==> src/rtl/round_sequencer.sv <==
// round_sequencer: 1-2-3 wooden man round FSM (green/turn/grace/red loop, kill/win/timeout judge).
// Ports: clk, rst (sync high), start, p1/p2_move, p1/p2_pos in; allow, en, turn, music_sel, p1/p2_kill, now_state out.
module round_sequencer #(
   parameter int TICK_DIV    = 1_000_000,
   parameter int GREEN_MIN   = 150,
   parameter int TURN_TICKS  = 60,
   parameter int GRACE_TICKS = 30,
   parameter int RED_TICKS   = 300,
   parameter int GOAL_POS    = 20,
   parameter int ROUND_LIMIT = 6000
) (
   input  logic       clk,
   input  logic       rst,
   input  logic       start,
   input  logic       p1_move,
   input  logic       p2_move,
   input  logic [4:0] p1_pos,
   input  logic [4:0] p2_pos,
   output logic       allow,
   output logic       en,
   output logic       turn,
   output logic [1:0] music_sel,
   output logic       p1_kill,
   output logic       p2_kill,
   output logic [3:0] now_state
);

   localparam int DW = (TICK_DIV > 1) ? $clog2(TICK_DIV) : 1;
   localparam logic [DW-1:0] DIV_LAST = DW'(TICK_DIV - 1);
   localparam logic [DW-1:0] DIV_ONE  = DW'(1);
   localparam logic [15:0]   L_GMIN   = 16'(GREEN_MIN);
   localparam logic [15:0]   L_TURN   = 16'(TURN_TICKS);
   localparam logic [15:0]   L_GRACE  = 16'(GRACE_TICKS);
   localparam logic [15:0]   L_RED    = 16'(RED_TICKS);
   localparam logic [15:0]   RLIM     = 16'(ROUND_LIMIT);
   localparam logic [4:0]    GOAL     = 5'(GOAL_POS);

   typedef enum logic [3:0] {
      S_IDLE     = 4'd0,
      S_GREEN    = 4'd1,
      S_TURN_IN  = 4'd2,
      S_GRACE    = 4'd3,
      S_RED      = 4'd4,
      S_TURN_OUT = 4'd5,
      S_P1_WIN   = 4'd6,
      S_P2_WIN   = 4'd7,
      S_DRAW     = 4'd8,
      S_ALL_DEAD = 4'd9,
      S_TIMEOUT  = 4'd10
   } state_t;

   state_t        r_state;
   logic [15:0]   r_lfsr;
   logic [15:0]   r_phase;
   logic [15:0]   r_round;
   logic [DW-1:0] r_div;
   logic          r_k1;
   logic          r_k2;
   logic          r_f1;
   logic          r_f2;
   logic          r_allow;
   logic          r_en;
   logic          r_turn;
   logic [1:0]    r_music;

   state_t        w_next;
   logic          w_active;
   logic          w_tick;
   logic          w_fb;
   logic [15:0]   w_green;
   logic [15:0]   w_len;
   logic          w_load;
   logic          w_fin1;
   logic          w_fin2;
   logic          w_f1a;
   logic          w_f2a;
   logic          w_draw;
   logic          w_p1w;
   logic          w_p2w;
   logic          w_dead;
   logic          w_tmo;
   logic          w_to_tmo;
   logic          w_k1_set;
   logic          w_k2_set;
   logic          w_allow;
   logic          w_en;
   logic          w_turn;
   logic [1:0]    w_music;

   assign w_active = (r_state >= S_GREEN) && (r_state <= S_TURN_OUT);
   assign w_tick   = w_active && (r_div == DIV_LAST);
   assign w_fb     = r_lfsr[15] ^ r_lfsr[13] ^ r_lfsr[12] ^ r_lfsr[10];
   assign w_green  = L_GMIN + {12'd0, r_lfsr[3:0]};

   // "finished now" uses the live position; r_f* remembers who got there first
   assign w_fin1 = !r_k1 && (p1_pos >= GOAL);
   assign w_fin2 = !r_k2 && (p2_pos >= GOAL);
   assign w_f1a  = r_f1 || w_fin1;
   assign w_f2a  = r_f2 || w_fin2;

   assign w_draw = w_fin1 && w_fin2 && !r_f1 && !r_f2;
   assign w_p1w  = w_f1a && (r_k2 || (w_f2a && r_f1));
   assign w_p2w  = w_f2a && (r_k1 || (w_f1a && r_f2));
   assign w_dead = r_k1 && r_k2;
   assign w_tmo  = (r_round >= RLIM) ||
                   (w_tick && (r_round == RLIM - 16'd1));

   always_comb begin
      w_next   = r_state;
      w_load   = 1'b0;
      w_len    = w_green;
      w_to_tmo = 1'b0;
      if (!w_active) begin
         if (start) begin
            w_next = S_GREEN;
            w_load = 1'b1;
         end
      end else if (w_draw) begin
         w_next = S_DRAW;
      end else if (w_p1w) begin
         w_next = S_P1_WIN;
      end else if (w_p2w) begin
         w_next = S_P2_WIN;
      end else if (w_dead) begin
         w_next = S_ALL_DEAD;
      end else if (w_tmo) begin
         w_next   = S_TIMEOUT;
         w_to_tmo = 1'b1;
      end else if (w_tick && (r_phase == 16'd1)) begin
         w_load = 1'b1;
         case (r_state)
            S_GREEN: begin
               w_next = S_TURN_IN;
               w_len  = L_TURN;
            end
            S_TURN_IN: begin
               w_next = S_GRACE;
               w_len  = L_GRACE;
            end
            S_GRACE: begin
               w_next = S_RED;
               w_len  = L_RED;
            end
            S_RED: begin
               w_next = S_TURN_OUT;
               w_len  = L_TURN;
            end
            default: begin
               w_next = S_GREEN;
               w_len  = w_green;
            end
         endcase
      end
   end

   // moves are judged only while the doll watches; timeout kills the unfinished
   assign w_k1_set = ((r_state == S_RED) && p1_move && !r_k1 && !w_f1a) ||
                     (w_to_tmo && !w_f1a);
   assign w_k2_set = ((r_state == S_RED) && p2_move && !r_k2 && !w_f2a) ||
                     (w_to_tmo && !w_f2a);

   // outputs are decoded from the next state so they register with it
   always_comb begin
      w_allow = 1'b0;
      w_en    = 1'b0;
      w_turn  = 1'b0;
      w_music = 2'd0;
      case (w_next)
         S_GREEN: begin
            w_allow = 1'b1;
            w_en    = 1'b1;
            w_music = 2'd1;
         end
         S_TURN_IN, S_GRACE: begin
            w_allow = 1'b1;
            w_en    = 1'b1;
            w_turn  = 1'b1;
         end
         S_RED: begin
            w_en   = 1'b1;
            w_turn = 1'b1;
         end
         S_TURN_OUT: w_en = 1'b1;
         S_P1_WIN, S_P2_WIN, S_DRAW: w_music = 2'd2;
         S_ALL_DEAD, S_TIMEOUT: w_music = 2'd3;
         default: w_music = 2'd0;
      endcase
   end

   always_ff @(posedge clk) begin
      if (rst) begin
         r_state <= S_IDLE;
         r_lfsr  <= 16'hACE1;
         r_phase <= '0;
         r_round <= '0;
         r_div   <= '0;
         r_k1    <= 1'b0;
         r_k2    <= 1'b0;
         r_f1    <= 1'b0;
         r_f2    <= 1'b0;
         r_allow <= 1'b0;
         r_en    <= 1'b0;
         r_turn  <= 1'b0;
         r_music <= 2'd0;
      end else begin
         r_lfsr  <= {r_lfsr[14:0], w_fb};
         r_state <= w_next;
         r_allow <= w_allow;
         r_en    <= w_en;
         r_turn  <= w_turn;
         r_music <= w_music;
         if (w_load) begin
            r_phase <= w_len;
         end else if (w_tick) begin
            r_phase <= r_phase - 16'd1;
         end
         if (!w_active) begin
            if (start) begin
               r_div   <= '0;
               r_round <= '0;
               r_k1    <= 1'b0;
               r_k2    <= 1'b0;
               r_f1    <= 1'b0;
               r_f2    <= 1'b0;
            end
         end else begin
            r_div <= w_tick ? '0 : r_div + DIV_ONE;
            if (w_tick && (r_round != RLIM)) begin
               r_round <= r_round + 16'd1;
            end
            if (w_fin1) r_f1 <= 1'b1;
            if (w_fin2) r_f2 <= 1'b1;
            if (w_k1_set) r_k1 <= 1'b1;
            if (w_k2_set) r_k2 <= 1'b1;
         end
      end
   end

   assign allow     = r_allow;
   assign en        = r_en;
   assign turn      = r_turn;
   assign music_sel = r_music;
   assign p1_kill   = r_k1;
   assign p2_kill   = r_k2;
   assign now_state = r_state;

endmodule

==> config.mk <==
export PLATFORM = sky130hd
export DESIGN_NAME = round_sequencer
export DESIGN_NICKNAME = d
export VERILOG_FILES = /design/src/rtl/round_sequencer.sv
export SDC_FILE = /design/constraint.sdc
export NUM_CORES = 1
export LEC_CHECK = 0
export ABC_CLOCK_PERIOD_IN_PS = 7200
export CAP_MARGIN = 5
export CORE_MARGIN = 1
export CORE_UTILIZATION = 55
export CTS_CLUSTER_SIZE = 30
export DETAILED_ROUTE_END_ITERATION = 6
export GPL_TIMING_DRIVEN = 0
export PLACE_DENSITY_LB_ADDON = 0.08
export SYNTH_ARGS = -nofsm -noshare
export SYNTH_HDL_FRONTEND = slang
export SYNTH_SLANG_ARGS = --single-unit
==> constraint.sdc <==
create_clock -name clk -period 7.2 [get_ports clk]
set_input_delay 0.72 -clock clk [delete_from_list [all_inputs] [get_ports clk]]
set_output_delay 0.72 -clock clk [all_outputs]
set_load 0.05 [all_outputs]
==> results.tsv, run 1 <==
metric	value	unit
status	finished clean	
Num CTS Buffers	9	
FF-to-FF setup slack	4.15	ns
crit start category	input port	
pre-CTS setup slack	3.66	ns
Ys Warns	0	
area grow syn2layout	13.6	%
slowest cell on the critical path	a2111oi_0	
CP max stage delay	0.77	ns
total chip power	1.05	mW
# setup viols final	0	
Remaining DRCs	0	
# diodes	0	
maxcap violations	0	
Final Critical Period	3.19	ns
Mapped Nets	525	
Die H	88.7	um
IO Port Bufs	21	
Post-synth ARST share	0	%
Post-synth EDFFs	0	
critical path data required time	7.49	ns
Worst EP arrival	3.48	ns
CTS Hold Bufs	0	
drt total wl	9730	um
hold slack	0.422	ns
nets@finish	557	
setup_tns	0	ns
WL/cell	15.2	um
IR drop worst, VDD	0.186	mV
most common cell in the netlist	nor2_1	
pin count of the biggest net entering global routing	17	
Min-Delay Path Depth	1	
most area-consuming cells after synthesis	dfxtp_1 39%, nor2_1 7.5%, a21oi_1 3.7%	
layout cells sized above 1	8.89	%
FF+latch count, synth	81	
RR Endpoint	r_phase[1]	
clk_skew	0.0111	ns
Vias	3725	
unrepaired setup endpoints after global routing	false	
initial antenna violation count	0	
Critical R2R Launch	r_div[10]	
Synth Cell Area	0.00414	mm^2
first-pass GRT wire length	16300	um
relative slew slack	40.9	%
Total Die Area	0.00787	mm^2
DRT antenna net count	0	
final worst slack	4.01	ns
final core occ	64.8	%
CTS tree	built	
Tot GR Track Use	27.0	%
fmax	313	MHz
Post-synth top cells	83 x nor2_1, 81 x dfxtp_1, 40 x nand2_1	
pwr dens	224	mW/mm^2
CTS clk-pin slew, worst paths	0.09	ns
Max FO, Critical Path	8	
type of the most critical hold path	reg -> reg	
Clock Path Buffers	2	
post-synthesis cell type count	65	
First DRT Iteration DRCs	206	
GP Congestion	0.846	
via/cell ratio	5.83	
Avg Cell Area, Syn	8.23	um^2
top cell type by total area after synthesis	dfxtp_1	
Syn Inst Count	503	
top-area cell type share of the netlist area	39.2	%
register area share after synthesis	39.2	%
fin area	0.00470	mm^2
Lkg Pwr	1.65	nW
cell family with most CP delay	compound AO/OA/AOI/OAI gates	
worst skew pair latency	0.36	ns
Clock Sinks	81	
non-filler cells, final	639	
HPWL Detailed	6920	um
Setup CP Type	in -> reg	
vias in the first global route	3397	
core box area	0.00725	mm^2
placed inst area	0.00447	mm^2
CTS Root Cell	clkbuf_8	
# resized after CTS	0	
H-tree depth	3	
Worst Path Buf+Inv	1	
HP Start	r_lfsr[6]	
row count	31	
Chip Width	88.7	um
Final Hold Viols	0	
Starting Density	57.0	%
Post CTS Setup Buffer Count	0	
hold endpoint	r_lfsr[7]	
placed cells	623	
reg2reg path depth	8	
worst slew pin tran	0.865	ns
IO Count	26	
Final Cycle Share	44.4	%
Setup crit end kind	flop	
first drt pass iteration count	7	
final slew viol count	0	
worst-path cell chain	clkdlybuf4s50_1, nand2b_1, o221a_2, a2111oi_0, and3_1, a21oi_1, o31a_1, or3_1, a21oi_2	
GRT Residual Overflow	0	
top_reg_cell synth	dfxtp_1	
-- layout make-up --
class,instances,area (um^2)
buffer,18,70.1
clock buffer,9,124
clock inverter,7,106
fill,652,2550
inverter,12,45.0
multi-input combinational,392,2400
sequential,81,1620
tap,99,124
timing repair buffer,21,210
-- state kept, by name, indices dropped and copies added, names as in the netlist --
register	flops
allow	1
en	1
music_sel	2
now_state	4
p1_kill	1
p2_kill	1
r_div	20
r_f1	1
r_f2	1
r_lfsr	16
r_phase	16
r_round	16
turn	1
-- placed cells by master (no fill, tap or decap), types with 3 or more instances in the layout --
cell / n
or3_1: 7
a22oi_1: 4
nand4_1: 5
dfxtp_1: 81
clkdlybuf4s50_1: 21
nor3_1: 24
nor4_1: 4
or2_2: 10
a31oi_1: 6
and3_1: 12
a2111oi_0: 3
o21ai_0: 19
inv_6: 3
nor2_1: 83
nand2_1: 40
xor2_1: 17
clkbuf_1: 16
a211oi_1: 9
ha_1: 7
a21oi_1: 31
nand3b_1: 6
clkbuf_8: 9
nor2b_1: 13
inv_1: 12
a311oi_1: 3
nand3_1: 19
nand2b_1: 6
xnor2_1: 15
-- report_power, final --
part | leakage [nW] | total [mW] | switching, mW | internal, mW
logic | 0.875 | 0.186 | 0.121 | 0.0650
registers | 0.660 | 0.479 | 0.0134 | 0.466
clock network | 0.117 | 0.388 | 0.186 | 0.202
total | 1.65 | 1.05 | 0.320 | 0.733
-- layer usage --
metal	wire length, um	track usage [%]	vias up	share of wire (%)
li1	-	-	1849	-
met1	4620	36.9	1757	47
met2	4530	43.3	108	47
met3	500	6.16	11	5.1
met4	82	6.74	0	0.84
met5	0	0	-	0
-- how the worst max path moves through the flow --
stage                 start          to  depth (start not counted)
6_report          p1_pos[4]        turn                          9
5_1_grt           p1_pos[4]        turn                          9
3_5_place_dp      p1_pos[4]        turn                          9
4_1_cts           p1_pos[4]        turn                          9
3_3_place_gp      p1_pos[4]        turn                          9
2_1_floorplan  now_state[0]  r_phase[1]                         10
-- kinds of logic after synthesis --
family                     Yosys count  share of synthesized area (%)
and+or+nand+nor                    250                           31.1
AOI/OAI and AO/OA                  100                           17.3
buffers and inverters               30                           2.78
DFF                                 81                           39.2
muxes                                3                          0.756
xor gates and xnor gates            32                           6.77
adders and majority gates            7                           2.12
(Power assumes the default switching activity.)
==> run 2, diff against run 1 <==
--- a/config.mk
+++ b/config.mk
@@ -5,7 +5,7 @@
 export SDC_FILE = /design/constraint.sdc
 export NUM_CORES = 1
 export LEC_CHECK = 0
-export ABC_CLOCK_PERIOD_IN_PS = 7200
+export ABC_CLOCK_PERIOD_IN_PS = 3150
 export CAP_MARGIN = 5
 export CORE_MARGIN = 1
 export CORE_UTILIZATION = 55
==> constraint.sdc (replaced) <==
create_clock -name clk -period 3.15 [get_ports clk]
set_input_delay 0.315 -clock clk [delete_from_list [all_inputs] [get_ports clk]]
set_output_delay 0.315 -clock clk [all_outputs]
set_load 0.05 [all_outputs]
==> results.tsv, run 2 (synthesis results as in run 1) <==
metric	value	unit
CTS clk-pin slew, worst paths	0.09	ns
drt total wl	9740	um
Die H	88.7	um
Reg with most FFs	r_div	
clk_skew	0.0123	ns
IR drop worst, VDD	0.424	mV
layout cells sized above 1	9.09	%
row count	31	
Clk pwr share	36.9	%
Num CTS Buffers	9	
final core occ	64.8	%
GP Congestion	0.846	
worst slew pin tran	0.869	ns
IO Port Bufs	21	
pin count of the biggest net entering global routing	17	
core box area	0.00725	mm^2
Sw Pwr	733	uW
vias in the first global route	3397	
Vias	3718	
placed inst area	0.00447	mm^2
combinational share of power	17.4	%
Fillers	654	
Int Pwr	1.68	mW
Chip Width	88.7	um
Clock Sinks	81	
nets@finish	556	
Remaining DRCs	0	
IO Count	26	
first-pass GRT wire length	16300	um
Max FO, Critical Path	8	
Sw Ratio	30.4	%
final slew viol count	0	
# setup viols final	0	
worst skew pair latency	0.36	ns
max reg flops	20	
critical path data required time	3.38	ns
initial antenna violation count	0	
WL/cell	15.3	um
HPWL Detailed	6920	um
Reg power frac	45.7	%
maxcap violations	0	
GRT Residual Overflow	0	
fin area	0.00470	mm^2
Clock Path Buffers	2	
DRT antenna net count	0	
Setup CP Type	reg -> reg	
Worst EP arrival	3.27	ns
first drt pass iteration count	5	
area grow syn2layout	13.6	%
CTS tree	built	
# diodes	0	
relative slew slack	40.5	%
Final Cycle Share	96.6	%
via/cell ratio	5.83	
status	finished clean	
Post CTS Setup Buffer Count	0	
pwr dens	512	mW/mm^2
most common cell after layout, fill and taps aside	nor2_1	
type of the most critical hold path	reg -> reg	
fmax	329	MHz
Final Critical Period	3.04	ns
Starting Density	57.0	%
H-tree depth	3	
Final Hold Viols	0	
commonest non-fill, non-tap cells in the layout	82 x nor2_1, 81 x dfxtp_1, 40 x nand2_1	
Setup crit end kind	flop	
Tot GR Track Use	27.0	%
First DRT Iteration DRCs	190	
Lkg Pwr	1.65	nW
unrepaired setup endpoints after global routing	false	
crit start category	flop	
Total Die Area	0.00787	mm^2
CTS Root Cell	clkbuf_8	
run 2: repair_timing:
| action | in CTS | in global routing |
|---|---|---|
| setup endpoints to repair | 0 | 2 |
| hold buffers | 0 | 0 |
| resized for setup | 0 | 1 |
run 2: final cells by class:
cell class	instances	area [um^2]	area share (%)
clock buffer	9	124	2.64
sequential	81	1620	34.5
buffer	17	66.3	1.41
clock inverter	7	106	2.26
multi-input combinational	392	2400	51.1
tap	99	124	2.64
inverter	12	45.0	0.958
timing repair buffer	21	210	4.47
run 2: metal layers:
metal  part of all wire, %  wire [um]  global-route usage, %
met5                     0          0                      0
met4                   1.1        103                   6.74
met3                   5.8        563                   6.16
met2                    46       4500                   43.3
met1                    47       4570                   36.9
run 2: power groups by stage:
stage          clock network (mW)  registers, mW  logic (mW)
5_1_grt                     0.946           1.11       0.463
4_1_cts                     0.905           1.10       0.422
3_5_place_dp                    0           1.12       0.418
2_1_floorplan                   0           1.15       0.270
3_3_place_gp                    0           1.12       0.413
6_report                    0.889           1.10       0.419
run 2: path summary, 6_finish.rpt:
path                                 from    endpoint  slack (ns)  cells past startpoint
worst max-delay path            r_div[10]  r_phase[1]        0.11                      8
worst min-delay path            r_lfsr[4]   r_lfsr[5]        0.42                      1
worst max register to register  r_div[10]  r_phase[1]        0.11                      8
worst min register to register  r_lfsr[4]   r_lfsr[5]        0.42                      1
run 2: stage by stage:
stage | power, mW | TNS [ns] | instances | hold slack (ns) | worst slack [ns]
2_1_floorplan | 1.42 | 0 | 503 | 0.389 | 0.312
3_3_place_gp | 1.53 | -0.0335 | 623 | 0.394 | -0.0335
3_5_place_dp | 1.54 | 0 | 623 | 0.398 | 0.0184
4_1_cts | 2.42 | 0 | 639 | 0.426 | 0.127
5_1_grt | 2.52 | 0 | 638 | 0.436 | 0.00133
6_report | 2.41 | 0 | 638 | 0.422 | 0.106
run 2: worst max-delay path, cell delays in order (launching register included):
cell and delay (ns):
dfxtp_1 0.38, or4_4 0.54, nor4_4 0.43, nand3_2 0.30, or2_4 0.36, nor3_2 0.29
mux2_2 0.38, a21oi_1 0.14, a211oi_2 0.08
